<file path="src/rtl/timer_pkg.sv">
// -----------------------------------------------------------------------------
// timer_pkg
// Shared definitions for the countdown timer:
//   - state_e      : controller state encoding
//   - DIGIT_W      : width of one BCD digit
//   - MMSS_W       : width of a packed MM:SS BCD word
//   - secs_to_mmss : constant function converting seconds to packed MM:SS BCD
// -----------------------------------------------------------------------------
package timer_pkg;

   typedef enum logic [1:0] {
      ST_IDLE  = 2'd0,
      ST_RUN   = 2'd1,
      ST_PAUSE = 2'd2,
      ST_ALARM = 2'd3
   } state_e;

   localparam int DIGIT_W = 4;
   localparam int MMSS_W  = 4 * DIGIT_W;

   // Seconds (0..5999) to {min tens, min units, sec tens, sec units}.
   function automatic logic [MMSS_W-1:0] secs_to_mmss(input int unsigned secs);
      int unsigned mins;
      int unsigned rem;
      mins = secs / 60;
      rem  = secs % 60;
      return {DIGIT_W'(mins / 10), DIGIT_W'(mins % 10),
              DIGIT_W'(rem / 10),  DIGIT_W'(rem % 10)};
   endfunction

endpackage : timer_pkg

</file>
<file path="src/rtl/mmss_step.sv">
// -----------------------------------------------------------------------------
// mmss_step
// Combinational +/-1 second on a packed MM:SS BCD word with wrap-around
// (99:59 + 1 -> 00:00, 00:00 - 1 -> 99:59). inc_i and dec_i together, or
// neither, pass the word through unchanged.
//   mmss_i : current MM:SS word
//   inc_i  : add one second
//   dec_i  : subtract one second
//   mmss_o : stepped MM:SS word
// -----------------------------------------------------------------------------
module mmss_step
   import timer_pkg::*;
(
   input  logic [MMSS_W-1:0] mmss_i,
   input  logic              inc_i,
   input  logic              dec_i,
   output logic [MMSS_W-1:0] mmss_o
);

   logic               up;
   logic               carry;
   logic [DIGIT_W-1:0] dig;
   logic [DIGIT_W-1:0] lim;

   // Ripple the carry/borrow from sec units upwards; sec tens tops out at 5,
   // every other digit at 9.
   // NOTE: every variable in a combinational block gets a value before any
   // branch, otherwise synthesis infers a latch to hold the old value.
   always_comb begin
      mmss_o = mmss_i;
      up     = inc_i;
      carry  = inc_i ^ dec_i;
      dig    = '0;
      lim    = '0;
      for (int i = 0; i < 4; i++) begin
         dig = mmss_i[i*DIGIT_W +: DIGIT_W];
         lim = (i == 1) ? DIGIT_W'(5) : DIGIT_W'(9);
         if (carry) begin
            if (up) begin
               if (dig == lim) begin
                  mmss_o[i*DIGIT_W +: DIGIT_W] = '0;
               end else begin
                  mmss_o[i*DIGIT_W +: DIGIT_W] = dig + DIGIT_W'(1);
                  carry = 1'b0;
               end
            end else begin
               if (dig == '0) begin
                  mmss_o[i*DIGIT_W +: DIGIT_W] = lim;
               end else begin
                  mmss_o[i*DIGIT_W +: DIGIT_W] = dig - DIGIT_W'(1);
                  carry = 1'b0;
               end
            end
         end
      end
   end

endmodule : mmss_step

</file>
<file path="src/rtl/countdown_ctrl.sv">
// -----------------------------------------------------------------------------
// countdown_ctrl
// Countdown timer control core. Holds MM:SS in packed BCD and sequences
// set (IDLE), run (RUN), pause (PAUSE) and alarm (ALARM).
//   CLK       : system clock
//   CLR       : asynchronous active-low reset
//   CE        : global clock enable, qualifies every input pulse
//   TICK      : 1 Hz one-cycle pulse
//   BLINK_CE  : 1 ms one-cycle pulse for the blink timebase
//   KEY_START : start/pause key pulse
//   KEY_INC   : increment key pulse
//   KEY_DEC   : decrement key pulse
//   Q         : {min tens, min units, sec tens, sec units} BCD
//   E         : digit enable mask, bit 3 = min tens
//   RUNNING   : high in RUN
//   ALARM     : high in ALARM
// -----------------------------------------------------------------------------
module countdown_ctrl
   import timer_pkg::*;
#(
   parameter int DEFAULT_SECS = 60,
   parameter int BLINK_DIV    = 500,
   parameter int ALARM_SECS   = 10
) (
   input  logic              CLK,
   input  logic              CLR,
   input  logic              CE,
   input  logic              TICK,
   input  logic              BLINK_CE,
   input  logic              KEY_START,
   input  logic              KEY_INC,
   input  logic              KEY_DEC,
   output logic [MMSS_W-1:0] Q,
   output logic [3:0]        E,
   output logic              RUNNING,
   output logic              ALARM
);

   if (DEFAULT_SECS < 0 || DEFAULT_SECS > 5999) begin : g_bad_default
      $error("countdown_ctrl: DEFAULT_SECS must be in 0..5999");
   end
   if (BLINK_DIV < 1) begin : g_bad_blink
      $error("countdown_ctrl: BLINK_DIV must be at least 1");
   end
   if (ALARM_SECS < 1) begin : g_bad_alarm
      $error("countdown_ctrl: ALARM_SECS must be at least 1");
   end

   localparam logic [MMSS_W-1:0] DEFAULT_MMSS = secs_to_mmss(DEFAULT_SECS);
   localparam int BLINK_W = (BLINK_DIV > 1) ? $clog2(BLINK_DIV) : 1;
   localparam int ALARM_W = (ALARM_SECS > 1) ? $clog2(ALARM_SECS) : 1;
   localparam logic [BLINK_W-1:0] BLINK_LAST = BLINK_W'(BLINK_DIV - 1);
   localparam logic [ALARM_W-1:0] ALARM_LAST = ALARM_W'(ALARM_SECS - 1);

   state_e              state_q,     state_d;
   logic [MMSS_W-1:0]   q_q,         q_d;
   logic [MMSS_W-1:0]   preset_q,    preset_d;
   logic [BLINK_W-1:0]  blink_cnt_q, blink_cnt_d;
   logic                blink_on_q,  blink_on_d;
   logic [ALARM_W-1:0]  alarm_cnt_q, alarm_cnt_d;
   logic [3:0]          e_q,         e_d;
   logic                running_q,   running_d;
   logic                alarm_q,     alarm_d;

   logic                step_inc;
   logic                step_dec;
   logic [MMSS_W-1:0]   step_word;
   logic                any_key;

   assign any_key = KEY_START | KEY_INC | KEY_DEC;

   // One shared stepper: keys step in IDLE/PAUSE, TICK steps in RUN, and the
   // two paths never apply in the same cycle. START outranks INC/DEC.
   always_comb begin
      step_inc = 1'b0;
      step_dec = 1'b0;
      if (CE) begin
         unique case (state_q)
            ST_IDLE, ST_PAUSE: begin
               if (!KEY_START) begin
                  step_inc = KEY_INC & ~KEY_DEC;
                  step_dec = KEY_DEC & ~KEY_INC;
               end
            end
            ST_RUN:   step_dec = TICK;
            default:  ;
         endcase
      end
   end

   mmss_step u_step (
      .mmss_i (q_q),
      .inc_i  (step_inc),
      .dec_i  (step_dec),
      .mmss_o (step_word)
   );

   always_comb begin
      state_d     = state_q;
      q_d         = q_q;
      preset_d    = preset_q;
      alarm_cnt_d = alarm_cnt_q;
      blink_cnt_d = blink_cnt_q;
      blink_on_d  = blink_on_q;

      if (CE) begin
         unique case (state_q)
            ST_IDLE: begin
               if (KEY_START) begin
                  if (q_q != '0) begin
                     state_d  = ST_RUN;
                     preset_d = q_q;
                  end
               end else begin
                  q_d = step_word;
               end
            end
            ST_RUN: begin
               // Reaching 00:00 wins over a simultaneous pause request.
               if (TICK) begin
                  q_d = step_word;
                  if (step_word == '0)  state_d = ST_ALARM;
                  else if (KEY_START)   state_d = ST_PAUSE;
               end else if (KEY_START) begin
                  state_d = ST_PAUSE;
               end
            end
            ST_PAUSE: begin
               if (KEY_START) begin
                  state_d = (q_q != '0) ? ST_RUN : ST_IDLE;
               end else begin
                  q_d = step_word;
               end
            end
            ST_ALARM: begin
               // The key that ends the alarm is consumed here and does nothing else.
               if (any_key || (TICK && alarm_cnt_q == ALARM_LAST)) begin
                  state_d = ST_IDLE;
                  q_d     = preset_q;
               end else if (TICK) begin
                  alarm_cnt_d = alarm_cnt_q + ALARM_W'(1);
               end
            end
            default: state_d = ST_IDLE;
         endcase

         // Counters restart and blink phase returns to "on" at every state entry.
         if (state_d != state_q) begin
            alarm_cnt_d = '0;
            blink_cnt_d = '0;
            blink_on_d  = 1'b1;
         end else if (BLINK_CE) begin
            if (blink_cnt_q == BLINK_LAST) begin
               blink_cnt_d = '0;
               blink_on_d  = ~blink_on_q;
            end else begin
               blink_cnt_d = blink_cnt_q + BLINK_W'(1);
            end
         end
      end

      e_d       = (state_d == ST_IDLE || state_d == ST_RUN || blink_on_d) ? 4'hF : 4'h0;
      running_d = (state_d == ST_RUN);
      alarm_d   = (state_d == ST_ALARM);
   end

   // NOTE: sequential state uses non-blocking assignments so every register
   // samples the pre-edge values, independent of statement order.
   always_ff @(posedge CLK or negedge CLR) begin
      if (!CLR) begin
         state_q     <= ST_IDLE;
         q_q         <= DEFAULT_MMSS;
         preset_q    <= DEFAULT_MMSS;
         blink_cnt_q <= '0;
         blink_on_q  <= 1'b1;
         alarm_cnt_q <= '0;
         e_q         <= 4'hF;
         running_q   <= 1'b0;
         alarm_q     <= 1'b0;
      end else begin
         state_q     <= state_d;
         q_q         <= q_d;
         preset_q    <= preset_d;
         blink_cnt_q <= blink_cnt_d;
         blink_on_q  <= blink_on_d;
         alarm_cnt_q <= alarm_cnt_d;
         e_q         <= e_d;
         running_q   <= running_d;
         alarm_q     <= alarm_d;
      end
   end

   assign Q       = q_q;
   assign E       = e_q;
   assign RUNNING = running_q;
   assign ALARM   = alarm_q;

endmodule : countdown_ctrl

</file>
<file path="config.mk">
export PLATFORM = sky130hd
export DESIGN_NAME = countdown_ctrl
export DESIGN_NICKNAME = d
export VERILOG_FILES = /design/src/rtl/timer_pkg.sv /design/src/rtl/mmss_step.sv /design/src/rtl/countdown_ctrl.sv
export SDC_FILE = /design/constraint.sdc
export NUM_CORES = 1
export LEC_CHECK = 0
export ABC_CLOCK_PERIOD_IN_PS = 9300
export CAP_MARGIN = 20
export CORE_UTILIZATION = 63
export CTS_CLUSTER_DIAMETER = 120
export DETAILED_ROUTE_END_ITERATION = 16
export PLACE_DENSITY = 0.86
export SLEW_MARGIN = 20
export SYNTH_ARGS = -nofsm -noshare
export SYNTH_HDL_FRONTEND = slang
export SYNTH_SLANG_ARGS = --single-unit
</file>
<file path="constraint.sdc">
create_clock -name CLK -period 9.3 [get_ports CLK]
set_clock_uncertainty 0.1 [all_clocks]
set_input_delay 1.395 -clock CLK [delete_from_list [all_inputs] [get_ports CLK]]
set_output_delay 1.395 -clock CLK [all_outputs]
set_load 0.02 [all_outputs]
</file>
After elaboration in Yosys (flattened, before gate mapping)
Cells that the tools add are included.
Storage, ports and cells
  register bits after elaboration: 54
  output and inout bits: 22
  word-level logic and storage cells: 124
Cells by class
  add/subtract/negate cells: 10
  eq/ne operators: 16
  muxes and demuxes: 61
  bitwise operators: 8
  reductions and logical operators: 20
Operators by type and width (number)
  $mux 4: 21
  $mux 16: 3
  $pmux 16 s3: 1
  $mux 9: 3
  $mux 1: 22
  $add 4x1->4 const B: 5
  $mux 2: 9
  $eq 4x4->1 const B: 4
  $logic_not 16->1: 1
  $logic_not 4->1: 4
  $reduce_bool 16->1: 1
  $sub 4x1->4 const B: 4
  $reduce_and 4->1: 3
  $add 9x1->9 const B: 1
  $eq 9x9->1 const B: 1
  $pmux 2 s4: 1
  $eq 2x2->1 const B: 3
  $ne 2x2->1 const B: 3
  $reduce_bool 2->1: 3
  $eq 2x1->1 const B: 2
  $eq 4x3->1 const B: 1
  $logic_not 2->1: 2
  $logic_or 1x1->1: 3
  $not 1->1: 3
  9 further kinds: 11

Longest topological paths before layout
Gate-level depths: netlist of run 1.
  word-level depth: 20
  mapped depth: 13

By module
From an unflattened synthesis of run 1, not the netlist that was laid out.
Unflattened totals
  cells, all modules: 380
  area, all modules: 3470.8 µm²
By module, submodules not included
  countdown_ctrl: instances 1, cells each 248, area each 2611.3 µm²
  mmss_step: instances 1, cells each 132, area each 859.6 µm²

Worst setup path after synthesis of run 1
OpenSTA, ideal clock, no wires.
  path kind: input port to flip-flop
  start: input port KEY_START
  end: register alarm_cnt_q[0]
  setup time: 0.125 ns
  arrival: 4.208 ns
  slack: 4.867 ns
  cell stages on the path: 11
  cells stage by stage: or4b_2 -> a211oi_1 -> mux2_2 -> a221oi_1 -> o2111ai_1 -> nor4_2 -> o311a_1 -> buf_6 -> buf_8 -> a21oi_2 -> mux2_4
Between the ends
  cells in the longest elaborated chain, start to end: 16
  elaborated cells on any way between the ends: 39
RTL lines
  start, declared: RTL line countdown_ctrl.sv:30  | input logic KEY_START,
  $mux 1: RTL line countdown_ctrl.sv:80  | if (!KEY_START) begin
  $pmux 1 s2 or $mux 1 (tied branches): RTL line countdown_ctrl.sv:78  | unique case (state_q)
  $mux 1: RTL line countdown_ctrl.sv:77  | if (CE) begin
  $xor 1x1->1 or $mux 1 (tied branches): RTL line mmss_step.sv:32, mmss_step.sv:39
  $mux 1 (3 in a row): RTL line mmss_step.sv:38  | if (carry) begin
  $mux 4: RTL line mmss_step.sv:38
  $logic_not 16->1: RTL line countdown_ctrl.sv:122  | if (step_word == '0) state_d = ST_ALARM;
  $mux 2: RTL line countdown_ctrl.sv:122
  $mux 2: RTL line countdown_ctrl.sv:120  | if (TICK) begin
  $pmux 2 s4: RTL line countdown_ctrl.sv:107  | unique case (state_q)
  $mux 2: RTL line countdown_ctrl.sv:106  | if (CE) begin
  $ne 2x2->1: RTL line countdown_ctrl.sv:148  | if (state_d != state_q) begin
  $ne 2x1->1 (no source line) or $reduce_bool 2->1 (tied branches)
  $reduce_and 4->1 (no source line)
  end signal, assigned: RTL line countdown_ctrl.sv:186  | alarm_cnt_q <= alarm_cnt_d;
  end, declared: RTL line countdown_ctrl.sv:60  | logic [ALARM_W-1:0] alarm_cnt_q, alarm_cnt_d;
Parallel ways exist; a longest one is shown, timed or not. The select of a mux whose other input is x is not followed.
A chain may end at the register's enable or synchronous reset.

Worst setup path after layout of run 1
  start: input port KEY_START
  end: register blink_cnt_q[6]
Between the ends
  cells in the longest elaborated chain, start to end: 16
  elaborated cells on any way between the ends: 37
RTL lines
  $mux 1: RTL line countdown_ctrl.sv:80
  $pmux 1 s2 or $mux 1 (tied branches): RTL line countdown_ctrl.sv:78
  $mux 1: RTL line countdown_ctrl.sv:77
  $xor 1x1->1 or $mux 1 (tied branches): RTL line mmss_step.sv:32, mmss_step.sv:39
  $mux 1 (3 in a row): RTL line mmss_step.sv:38
  $mux 4: RTL line mmss_step.sv:38
  $logic_not 16->1: RTL line countdown_ctrl.sv:122
  $mux 2: RTL line countdown_ctrl.sv:122
  $mux 2: RTL line countdown_ctrl.sv:120
  $pmux 2 s4 (*): RTL line countdown_ctrl.sv:107
  $mux 2 (*): RTL line countdown_ctrl.sv:106
  $ne 2x2->1 (*): RTL line countdown_ctrl.sv:148
  $reduce_bool 2->1 (no source line)
  $reduce_and 2->1 (no source line)
  end signal, assigned: RTL line countdown_ctrl.sv:184  | blink_cnt_q <= blink_cnt_d;
  end, declared: RTL line countdown_ctrl.sv:58  | logic [BLINK_W-1:0] blink_cnt_q, blink_cnt_d;
Mark *: on every way between the ends. The rest lies on a longest branch, timed or not. The select of a mux whose other input is x is not followed.

==> impl_metrics.csv, run 1 <==
group,metric,value,unit
sta,setup_tns,0,ns
sta,max_slew_margin,0.365,
detailed_routing,via_count,3237,
critical_path,required,9.40,ns
cts,cts_resized,0,
logic_synthesis,yosysMostFrequentCell,"nand2_1",
logic_synthesis,synth.area.top_cells,"dfrtp_1 33%, o21ai_0 5.8%, nand2_1 5.1%, mux2_2 4.1%, nor2_1 4.0%",
logic_synthesis,synth_common_cells,"48 x nand2_1, 47 x dfrtp_1, 41 x o21ai_0",
critical_path,critPathLaunchType,"primary input",
sta,period_minus_slack,5.63,ns
grt,grt_max_degree,52,
sta,rsz0062_at_grt,"no",
cts,cts.sinks,51,
cts,numCtsBuffers,5,
layout,antennaDiodeCount,0,
logic_synthesis,synth_top_area_frac,0.331,
min_path,hold_path_class,"reg -> reg",
cts,cts_tree,"built",
die,die-area,5950,um2
logic_synthesis,syn_nets,438,
die,fp.coreArea,5270,um2
detailed_routing,drtIter0Drc,222,
detailed_routing,via_per_inst,6.47,
placement,hpwl,5.39,mm
critical_path,end_kind,"register",
placement,port_buffers,29,
logic_synthesis,yosysTopAreaCell,"dfrtp_1",
job,maxCapViolCount,0,
layout,instances_no_fill,500,
grt,grt_pass1_wl,13.7,mm
sta,fin_ws,3.67,ns
power,p_per_area,291,nW/um2
cts,cts_buffer_depth,2,
detailed_routing,antenna_left,0,
power,total_power,0.00114,W
outcome,outcome,"completed",
sta,final-setup-viol-count,0,
logic_synthesis,synthFlopType,"dfrtp_1",
cts,hold_buffers,0,
sta,worst_pin_slew,0.950,ns
grt,grt_overflow,0,
power,power.leakage,1.58,nW
logic_synthesis,avgSynthCellArea,8.33,um2
grt,antenna_found_initial,0,
logic_synthesis,ys_warn_count,0,
placement,place_area,3770,um2
sta,max_clock_freq,0.178,GHz
die,die_w,77.1,um
cts,post_cts_buffers,0,
layout,stdcell_area,3920,um2
detailed_routing,drt_pre_antenna_iters,4,
layout,syn2layout_area_growth,10.2,%
power,vdd_drop_max,0.176,mV
critical_path,crit_path_max_fanout,18,
grt,grt_pass1_vias,2948,
placement,post-place-cells,491,
detailed_routing,route.detailed.wl_per_inst,15.9,um
cts,root_buffer,"clkbuf_8",
critical_path,worstPathArrival,5.73,ns
critical_path,critPathKind,"in -> reg",
die,io_pins,30,
logic_synthesis,seq_area_frac_synth,0.360,
cts,h-tree-depth,2,
sta,maxSlewViolCount,0,
sta,min_period_over_period,0.605,
critical_path,reg2reg_slack,4.78,ns
logic_synthesis,syn_area,3560,um2
grt,grt.total_usage,0.281,
detailed_routing,drt_wl_total,7.95,mm
die,row_count,26,
cts,clk_latency,0.31,ns
cts,path_clk_slew,0.10,ns
layout,drive_gt1_frac,0.0977,
logic_synthesis,synthCells,427,
logic_synthesis,async_reset_ff_frac,1.00,
logic_synthesis,ys_seq_elements,51,
sta,hold_violations,0,
die,die_h,77.1,um
die,start_util,0.675,
logic_synthesis,synth_edf_count,0,
placement,place_congestion,0.894,
detailed_routing,drc,0,
placement,dp_slack,3.17,ns
logic_synthesis,synth_cell_types,69,
layout,fin_nets,440,
layout,fillers,392,
-- layout make-up --
cell class	instances	area [um2]	area share
multi-input combinational	325	2050	0.523
clock inverter	3	67.6	0.0172
sequential	51	1280	0.327
inverter	13	48.8	0.0124
timing repair buffer	33	318	0.0810
clock buffer	5	68.8	0.0175
tap	70	87.6	0.0223
-- where the power goes --
group / leakage [nW] / total [W] / switching [W] / internal [W]
sequential: 0.628 / 0.000468 / 0.000156 / 0.000312
clock: 0.0644 / 0.000182 / 0.0000749 / 0.000107
combinational: 0.886 / 0.000492 / 0.000250 / 0.000242
-- cells in the final DEF (no fill, tap or decap), drive strengths merged, types with 3 or more instances in the layout --
cell type / instances
a221o: 3
or4: 3
buf: 5
nand2b: 10
nor2: 38
clkdlybuf4s50: 28
o31ai: 3
dfstp: 4
nor3: 8
o22a: 10
and3: 3
a31oi: 10
ha: 3
a21o: 4
a221oi: 3
nor3b: 3
xnor2: 7
o211ai: 3
nand3: 14
a211oi: 5
o21ai: 42
nand4: 8
o311ai: 3
nor4: 7
or2: 3
dfrtp: 47
or3: 3
mux2: 14
o2111ai: 3
nor2b: 4
xor2: 3
mux2i: 5
inv: 13
a22o: 3
a21oi: 20
clkbuf: 5
nand2: 49
-- kinds of logic (layout without fill, tap and decap cells) --
kind of cell	count (synthesis)	count (layout)	synth area share
compound gates	127	127	0.242
xor+xnor	10	10	0.0246
fa+ha+maj	3	3	0.0106
buf+inv	51	54	0.0637
flops	51	51	0.360
mux	19	19	0.0594
simple gates	166	166	0.240
-- final timing paths --
path / cells past startpoint / to / start
setup / recovery: 10 / blink_cnt_q[6]$_DFFE_PN0P_ / KEY_START
hold / removal: 2 / preset_q[14]$_DFFE_PN0P_ / preset_q[14]$_DFFE_PN0P_
setup reg to reg: 9 / blink_cnt_q[6]$_DFFE_PN0P_ / state_q[0]$_DFF_PN0_
hold reg to reg: 2 / preset_q[14]$_DFFE_PN0P_ / preset_q[14]$_DFFE_PN0P_
max in group asynchronous: 1 / preset_q[1]$_DFFE_PN0P_ / CLR
min in group asynchronous: 1 / Q[15]$_DFFE_PN0P_ / CLR
-- per-layer routing --
metal  global-route usage  share of wire  up-vias  routed length (um)
met5                    0              0        -                   0
met1                0.388           0.45     1520                3610
li1                     -              -     1566                   -
met4               0.0868          0.014        0                 114
met3               0.0357          0.059       16                 470
met2                0.458           0.47      135                3750
-- through the flow --
stage               hold WS [ns]  utilization
floorplan                  0.345            -
global placement           0.359        0.716
detailed placement         0.367        0.716
CTS                        0.388        0.742
global route               0.423        0.744
finish                     0.385        0.744
-- worst max-delay path, stage by stage --
cell and delay [ns]:
clkdlybuf4s50_1 0.59, or4b_2 0.72, a211oi_1 0.31, mux2_2 0.36, a221oi_1 0.43, o2111ai_1 0.21, nor4_2 0.43, o311a_1 0.68
nor2_1 0.23, a221o_1 0.37
-- state kept, by name, indices dropped and copies added, names as in the netlist --
register / flops
Q: 16
preset_q: 16
blink_cnt_q: 9
alarm_cnt_q: 4
state_q: 2
ALARM: 1
E: 1
RUNNING: 1
blink_on_q: 1
No activity file was read; power rests on OpenSTA's default activity.
==> run 2, diff against run 1 <==
--- a/config.mk
+++ b/config.mk
@@ -5,12 +5,12 @@
 export SDC_FILE = /design/constraint.sdc
 export NUM_CORES = 1
 export LEC_CHECK = 0
-export ABC_CLOCK_PERIOD_IN_PS = 9300
+export ABC_CLOCK_PERIOD_IN_PS = 5000
 export CAP_MARGIN = 20
-export CORE_UTILIZATION = 63
+export CORE_UTILIZATION = 53
 export CTS_CLUSTER_DIAMETER = 120
 export DETAILED_ROUTE_END_ITERATION = 16
-export PLACE_DENSITY = 0.86
+export PLACE_DENSITY = 0.77
 export SLEW_MARGIN = 20
 export SYNTH_ARGS = -nofsm -noshare
 export SYNTH_HDL_FRONTEND = slang
==> constraint.sdc (replaced) <==
create_clock -name CLK -period 5 [get_ports CLK]
set_clock_uncertainty 0.1 [all_clocks]
set_input_delay 0.75 -clock CLK [delete_from_list [all_inputs] [get_ports CLK]]
set_output_delay 0.75 -clock CLK [all_outputs]
set_load 0.02 [all_outputs]
==> run 2 against run 1 <==
Count of clock-buffer cells in the layout grew 1. First-iteration DRC count is 30% higher. Highest routed layer unchanged. Sequential share of layout area decreased by 0.24 points. Final cell count increased by 2.6%. Via count is 0.68% higher. Worst hold slack gained 0.010 ns. Register-to-register slack worse by 3.8 ns. Worst setup slack got worse by 3.1 ns.
==> impl_metrics.csv, run 2 (synthesis gave the netlist of run 1 again) <==
group,metric,value,unit
die,io_pins,30,
outcome,outcome,"completed",
detailed_routing,via_count,3259,
layout,drive_gt1_frac,0.108,
sta,whs,0.395,ns
sta,setup_tns,0,ns
placement,place_congestion,0.902,
detailed_routing,drtIter0Drc,289,
critical_path,crit_chain,"clkdlybuf4s50_1 > buf_4 > or4b_1 > or4_4 > nand2_2 > a31oi_1 > or3_1 > nor4_2 > o311a_1 > buf_4 > nor2_1 > a221o_1",
layout,antennaDiodeCount,0,
detailed_routing,drt_wl_total,8.21,mm
cts,hold_buffers,0,
cts,post_cts_buffers,0,
sta,rsz0062_at_grt,"no",
sta,min_period_over_period,0.879,
power,swShare,0.430,
cts,cts_resized,0,
cts,path_clk_slew,0.10,ns
cts,cts_tree,"built",
cts,clk_latency,0.31,ns
layout,fin_nets,446,
job,maxCapViolCount,0,
cts,cts_buffer_depth,2,
power,sequentialPowerShare,0.416,
power,clockPowerShare,0.138,
grt,grt_pass1_vias,2987,
cts,cts.sinks,51,
critical_path,critPathBufInv,3,
die,start_util,0.554,
power,vdd_drop_max,0.230,mV
grt,grt_max_degree,52,
detailed_routing,drt_pre_antenna_iters,5,
critical_path,r2r_end,"blink_cnt_q[5]$_DFFE_PN0P_",
layout,syn2layout_area_growth,11.0,%
die,row_count,29,
grt,grt_overflow,0,
sta,maxSlewViolCount,0,
detailed_routing,highest-signal-layer,"met4",
power,p_int,0.00119,W
detailed_routing,route.detailed.wl_per_inst,16.0,um
critical_path,cpPeakStageDelay,0.69,ns
critical_path,crit_path_top_delay_cell,"or4b_1",
min_path,hold_start,"preset_q[4]$_DFFE_PN0P_",
critical_path,critPathKind,"in -> reg",
power,p_per_area,527,nW/um2
power,comb_power_share,0.446,
sta,final-setup-viol-count,0,
sta,hold_violations,0,
critical_path,crit_path_max_fanout,18,
cts,h-tree-depth,2,
critical_path,reg2reg_slack,0.97,ns
die,die_h,83.9,um
die,fp.coreArea,6420,um2
die,die-area,7040,um2
detailed_routing,antenna_left,0,
layout,mostFrequentLayoutCells,"48 x nand2_1, 47 x dfrtp_1, 41 x o21ai_0, 38 x nor2_1, 28 x clkdlybuf4s50_1",
sta,period_minus_slack,4.40,ns
sta,max_slew_margin,0.550,
critical_path,cp_common_cell,"buf_4",
grt,grt_pass1_wl,14.1,mm
sta,max_clock_freq,0.227,GHz
detailed_routing,via_per_inst,6.35,
cts,root_buffer,"clkbuf_8",
min_path,min_path_cells,2,
sta,worst_pin_slew,0.668,ns
power,switchingPower,0.000896,W
placement,hpwl,5.69,mm
critical_path,ff2ff_path_depth,10,
layout,layout_commonest_cell,"nand2_1",
placement,port_buffers,29,
grt,antenna_found_initial,0,
critical_path,critPathTopFamily,"simple AND/OR/NAND/NOR gates",
critical_path,worstPathArrival,4.51,ns
detailed_routing,met2_length,3.87,mm
critical_path,end_kind,"register",
detailed_routing,met3_wirelength,357,um
critical_path,r2r-start,"state_q[0]$_DFF_PN0_",
power,power.leakage,1.59,nW
grt,grt.total_usage,0.246,
critical_path,critPathLaunchType,"primary input",
critical_path,required,5.11,ns
min_path,hold_path_class,"reg -> reg",
detailed_routing,wl_met1,3.83,mm
min_path,min_to,"preset_q[4]$_DFFE_PN0P_",
detailed_routing,drc,0,
die,die_w,83.9,um
cts,numCtsBuffers,5,
run 2: cell types whose count changed in the layout (fill, tap and decap cells not counted), sizes merged:
cell    before  now
bufinv       2    1
buf          5   11
clkbuf       5    6
run 2: worst max path at each step:
stage	slack [ns]	start	depth (start not counted)	end
floorplan	1.21	KEY_START	11	alarm_cnt_q[0]$_DFFE_PN0P_
global placement	0.36	KEY_DEC	11	blink_cnt_q[6]$_DFFE_PN0P_
detailed placement	0.30	KEY_START	12	blink_cnt_q[5]$_DFFE_PN0P_
CTS	0.64	KEY_START	12	blink_cnt_q[5]$_DFFE_PN0P_
global route	0.32	KEY_DEC	11	blink_cnt_q[5]$_DFFE_PN0P_
finish	0.60	KEY_START	12	blink_cnt_q[5]$_DFFE_PN0P_
run 2: layout make-up:
cell class                 count  area [um2]
clock buffer                   6        72.6
clock inverter                 2        37.5
fill                         572        2470
inverter                      13        48.8
multi-input combinational    325        2050
sequential                    51        1280
tap                           77        96.3
timing repair buffer          39         364
run 2: per-layer routing:
| layer | global-route usage | vias up |
|---|---|---|
| li1 | - | 1579 |
| met3 | 0.0297 | 19 |
| met5 | 0 | - |
| met2 | 0.401 | 109 |
| met1 | 0.342 | 1552 |
| met4 | 0.0768 | 0 |
run 2: metrics by stage:
step	worst slack, ns	utilization	instance area, um2	total power, W	instances
4_1_cts	0.641	0.613	3940	0.00208	512
6_report	0.603	0.615	3950	0.00208	513
2_1_floorplan	1.21	-	3560	0.00150	427
3_3_place_gp	0.361	0.596	3830	0.00176	504
5_1_grt	0.321	0.615	3950	0.00224	513
3_5_place_dp	0.300	0.596	3830	0.00179	504
run 2: power by group through the flow:
stage	clock network, W	registers, W	logic (W)
2_1_floorplan	0	0.000776	0.000724
3_3_place_gp	0	0.000860	0.000900
3_5_place_dp	0	0.000870	0.000919
4_1_cts	0.000298	0.000862	0.000924
5_1_grt	0.000312	0.000906	0.00102
6_report	0.000287	0.000867	0.000929
run 2: worst min-delay path, cell delays in order, from the launching register on:
cell and delay (ns):
dfrtp_1 0.36, nand2_1 0.05, o21ai_0 0.06
==> run 3, diff against run 2 <==
--- a/config.mk
+++ b/config.mk
@@ -5,12 +5,12 @@
 export SDC_FILE = /design/constraint.sdc
 export NUM_CORES = 1
 export LEC_CHECK = 0
-export ABC_CLOCK_PERIOD_IN_PS = 5000
+export ABC_CLOCK_PERIOD_IN_PS = 5200
 export CAP_MARGIN = 20
-export CORE_UTILIZATION = 53
+export CORE_UTILIZATION = 63
 export CTS_CLUSTER_DIAMETER = 120
 export DETAILED_ROUTE_END_ITERATION = 16
-export PLACE_DENSITY = 0.77
+export PLACE_DENSITY = 0.86
 export SLEW_MARGIN = 20
 export SYNTH_ARGS = -nofsm -noshare
 export SYNTH_HDL_FRONTEND = slang
==> constraint.sdc (replaced) <==
create_clock -name CLK -period 5.2 [get_ports CLK]
set_clock_uncertainty 0.1 [all_clocks]
set_input_delay 0.78 -clock CLK [delete_from_list [all_inputs] [get_ports CLK]]
set_output_delay 0.78 -clock CLK [all_outputs]
set_load 0.02 [all_outputs]
==> run 3 against run 2 <==
Final cell count fell by 1.8%. Global-route usage up 3.8 points. Sequential cell count is the same. Critical path type unchanged. Critical endpoint is now blink_cnt_q[6]$_DFFE_PN0P_. Largest cell class unchanged. Largest power group unchanged.
==> impl_metrics.csv, run 3 (synthesis gave the netlist of run 1 again) <==
group,metric,value,unit
cts,clk_latency,0.31,ns
cts,hold_buffers,0,
die,row_count,26,
critical_path,worstPathArrival,4.82,ns
power,sequentialPowerShare,0.429,
power,switchingPower,0.000863,W
power,vdd_drop_max,0.290,mV
sta,maxSlewViolCount,0,
sta,period_minus_slack,4.71,ns
critical_path,ff2ff_path_depth,9,
detailed_routing,drtIter0Drc,280,
sta,worst_pin_slew,1.00,ns
sta,min_period_over_period,0.907,
power,clockPowerShare,0.119,
layout,drive_gt1_frac,0.104,
cts,post_cts_buffers,0,
critical_path,critPathLaunchType,"primary input",
sta,rsz0062_at_grt,"no",
critical_path,r2r_end,"blink_cnt_q[6]$_DFFE_PN0P_",
sta,max_clock_freq,0.212,GHz
power,comb_power_share,0.453,
layout,mostFrequentLayoutCells,"48 x nand2_1, 47 x dfrtp_1, 41 x o21ai_0, 38 x nor2_1, 28 x clkdlybuf4s50_1",
cts,cts_tree,"built",
grt,grt_pass1_vias,2942,
detailed_routing,drt_wl_total,8.15,mm
placement,hpwl,5.51,mm
detailed_routing,route.detailed.wl_per_inst,16.2,um
power,swShare,0.442,
critical_path,reg2reg_slack,0.95,ns
cts,cts_buffer_depth,2,
cts,h-tree-depth,2,
sta,final-setup-viol-count,0,
layout,fin_nets,444,
critical_path,end_kind,"register",
die,die_h,77.1,um
grt,grt_pass1_wl,13.9,mm
detailed_routing,antenna_left,0,
detailed_routing,via_per_inst,6.56,
placement,place_congestion,0.878,
layout,antennaDiodeCount,0,
min_path,hold_path_class,"in -> async",
sta,setup_tns,0,ns
layout,layout_commonest_cell,"nand2_1",
die,io_pins,30,
placement,port_buffers,29,
cts,cts.sinks,51,
sta,max_slew_margin,0.333,
critical_path,r2r-start,"state_q[0]$_DFF_PN0_",
grt,grt_max_degree,52,
die,start_util,0.675,
layout,fillers,418,
critical_path,required,5.30,ns
layout,syn2layout_area_growth,9.74,%
grt,grt_overflow,0,
layout,instances_no_fill,504,
cts,path_clk_slew,0.10,ns
placement,post-place-cells,495,
detailed_routing,drt_pre_antenna_iters,5,
power,power.leakage,1.58,nW
power,p_per_area,500,nW/um2
power,total_power,0.00195,W
sta,hold_violations,0,
critical_path,critPathKind,"in -> reg",
cts,root_buffer,"clkbuf_8",
outcome,outcome,"completed",
detailed_routing,via_count,3308,
critical_path,crit_path_max_fanout,12,
die,die-area,5950,um2
cts,numCtsBuffers,5,
die,fp.coreArea,5270,um2
grt,grt.total_usage,0.284,
power,p_int,0.00109,W
die,die_w,77.1,um
job,maxCapViolCount,0,
detailed_routing,drc,0,
grt,antenna_found_initial,0,
cts,cts_resized,0,
## run 3: cell count changes in the layout (fill, tap and decap cells not counted), sizes merged
cell    previous run  this run
buf               11         9
bufinv             1         0
clkinv             0         1
## run 3: final cells by class
| type | count | area [um2] | share of cell area |
|---|---|---|---|
| Clock buffer | 6 | 72.6 | 0.0186 |
| Clock inverter | 2 | 12.5 | 0.00321 |
| Inverter | 13 | 48.8 | 0.0125 |
| Multi-Input combinational cell | 325 | 2050 | 0.525 |
| Sequential cell | 51 | 1280 | 0.328 |
| Tap cell | 70 | 87.6 | 0.0224 |
| Timing Repair Buffer | 37 | 352 | 0.0901 |
## run 3: layer usage
metal / global-route usage / part of all wire / vias to the layer above
met4: 0.104 / 0.016 / 0
met5: 0 / 0 / -
met2: 0.448 / 0.47 / 118
met1: 0.397 / 0.46 / 1599
met3: 0.0405 / 0.053 / 13
li1: - / - / 1578
## run 3: how the worst max path moves through the flow
stage | from | endpoint | slack, ns
after floorplan | KEY_START | alarm_cnt_q[0]$_DFFE_PN0P_ | 1.38
after global routing | KEY_START | blink_cnt_q[3]$_DFFE_PN0P_ | 0.27
after CTS | KEY_START | blink_cnt_q[6]$_DFFE_PN0P_ | 0.55
final | KEY_START | blink_cnt_q[6]$_DFFE_PN0P_ | 0.49
after detailed placement | KEY_START | blink_cnt_q[6]$_DFFE_PN0P_ | 0.23
after global placement | KEY_START | alarm_cnt_q[0]$_DFFE_PN0P_ | 0.39
## run 3: power by group through the flow
stage	clock [W]	combinational (W)	sequential, W
after detailed placement	0	0.000876	0.000839
final	0.000232	0.000884	0.000837
after floorplan	0	0.000696	0.000746
after global placement	0	0.000854	0.000826
after CTS	0.000232	0.000880	0.000830
after global routing	0.000246	0.000976	0.000873
## run 3: critical path: stages
cell             delay (ns)
clkdlybuf4s50_1        0.59
or4b_2                 0.72
a211oi_1               0.27
mux2_2                 0.36
a221oi_1               0.40
o2111ai_1              0.20
nor4_2                 0.43
o311a_1                0.50
nor2_1                 0.20
a221o_1                0.36
## run 3: per-stage QoR
| step | hold slack, ns | area, um2 | util | worst slack, ns |
|---|---|---|---|---|
| final | 0.383 | 3900 | 0.741 | 0.486 |
| after global routing | 0.426 | 3900 | 0.741 | 0.274 |
| after CTS | 0.392 | 3890 | 0.738 | 0.552 |
| after detailed placement | 0.371 | 3800 | 0.722 | 0.227 |
| after global placement | 0.360 | 3800 | 0.722 | 0.395 |
| after floorplan | 0.345 | 3560 | - | 1.38 |
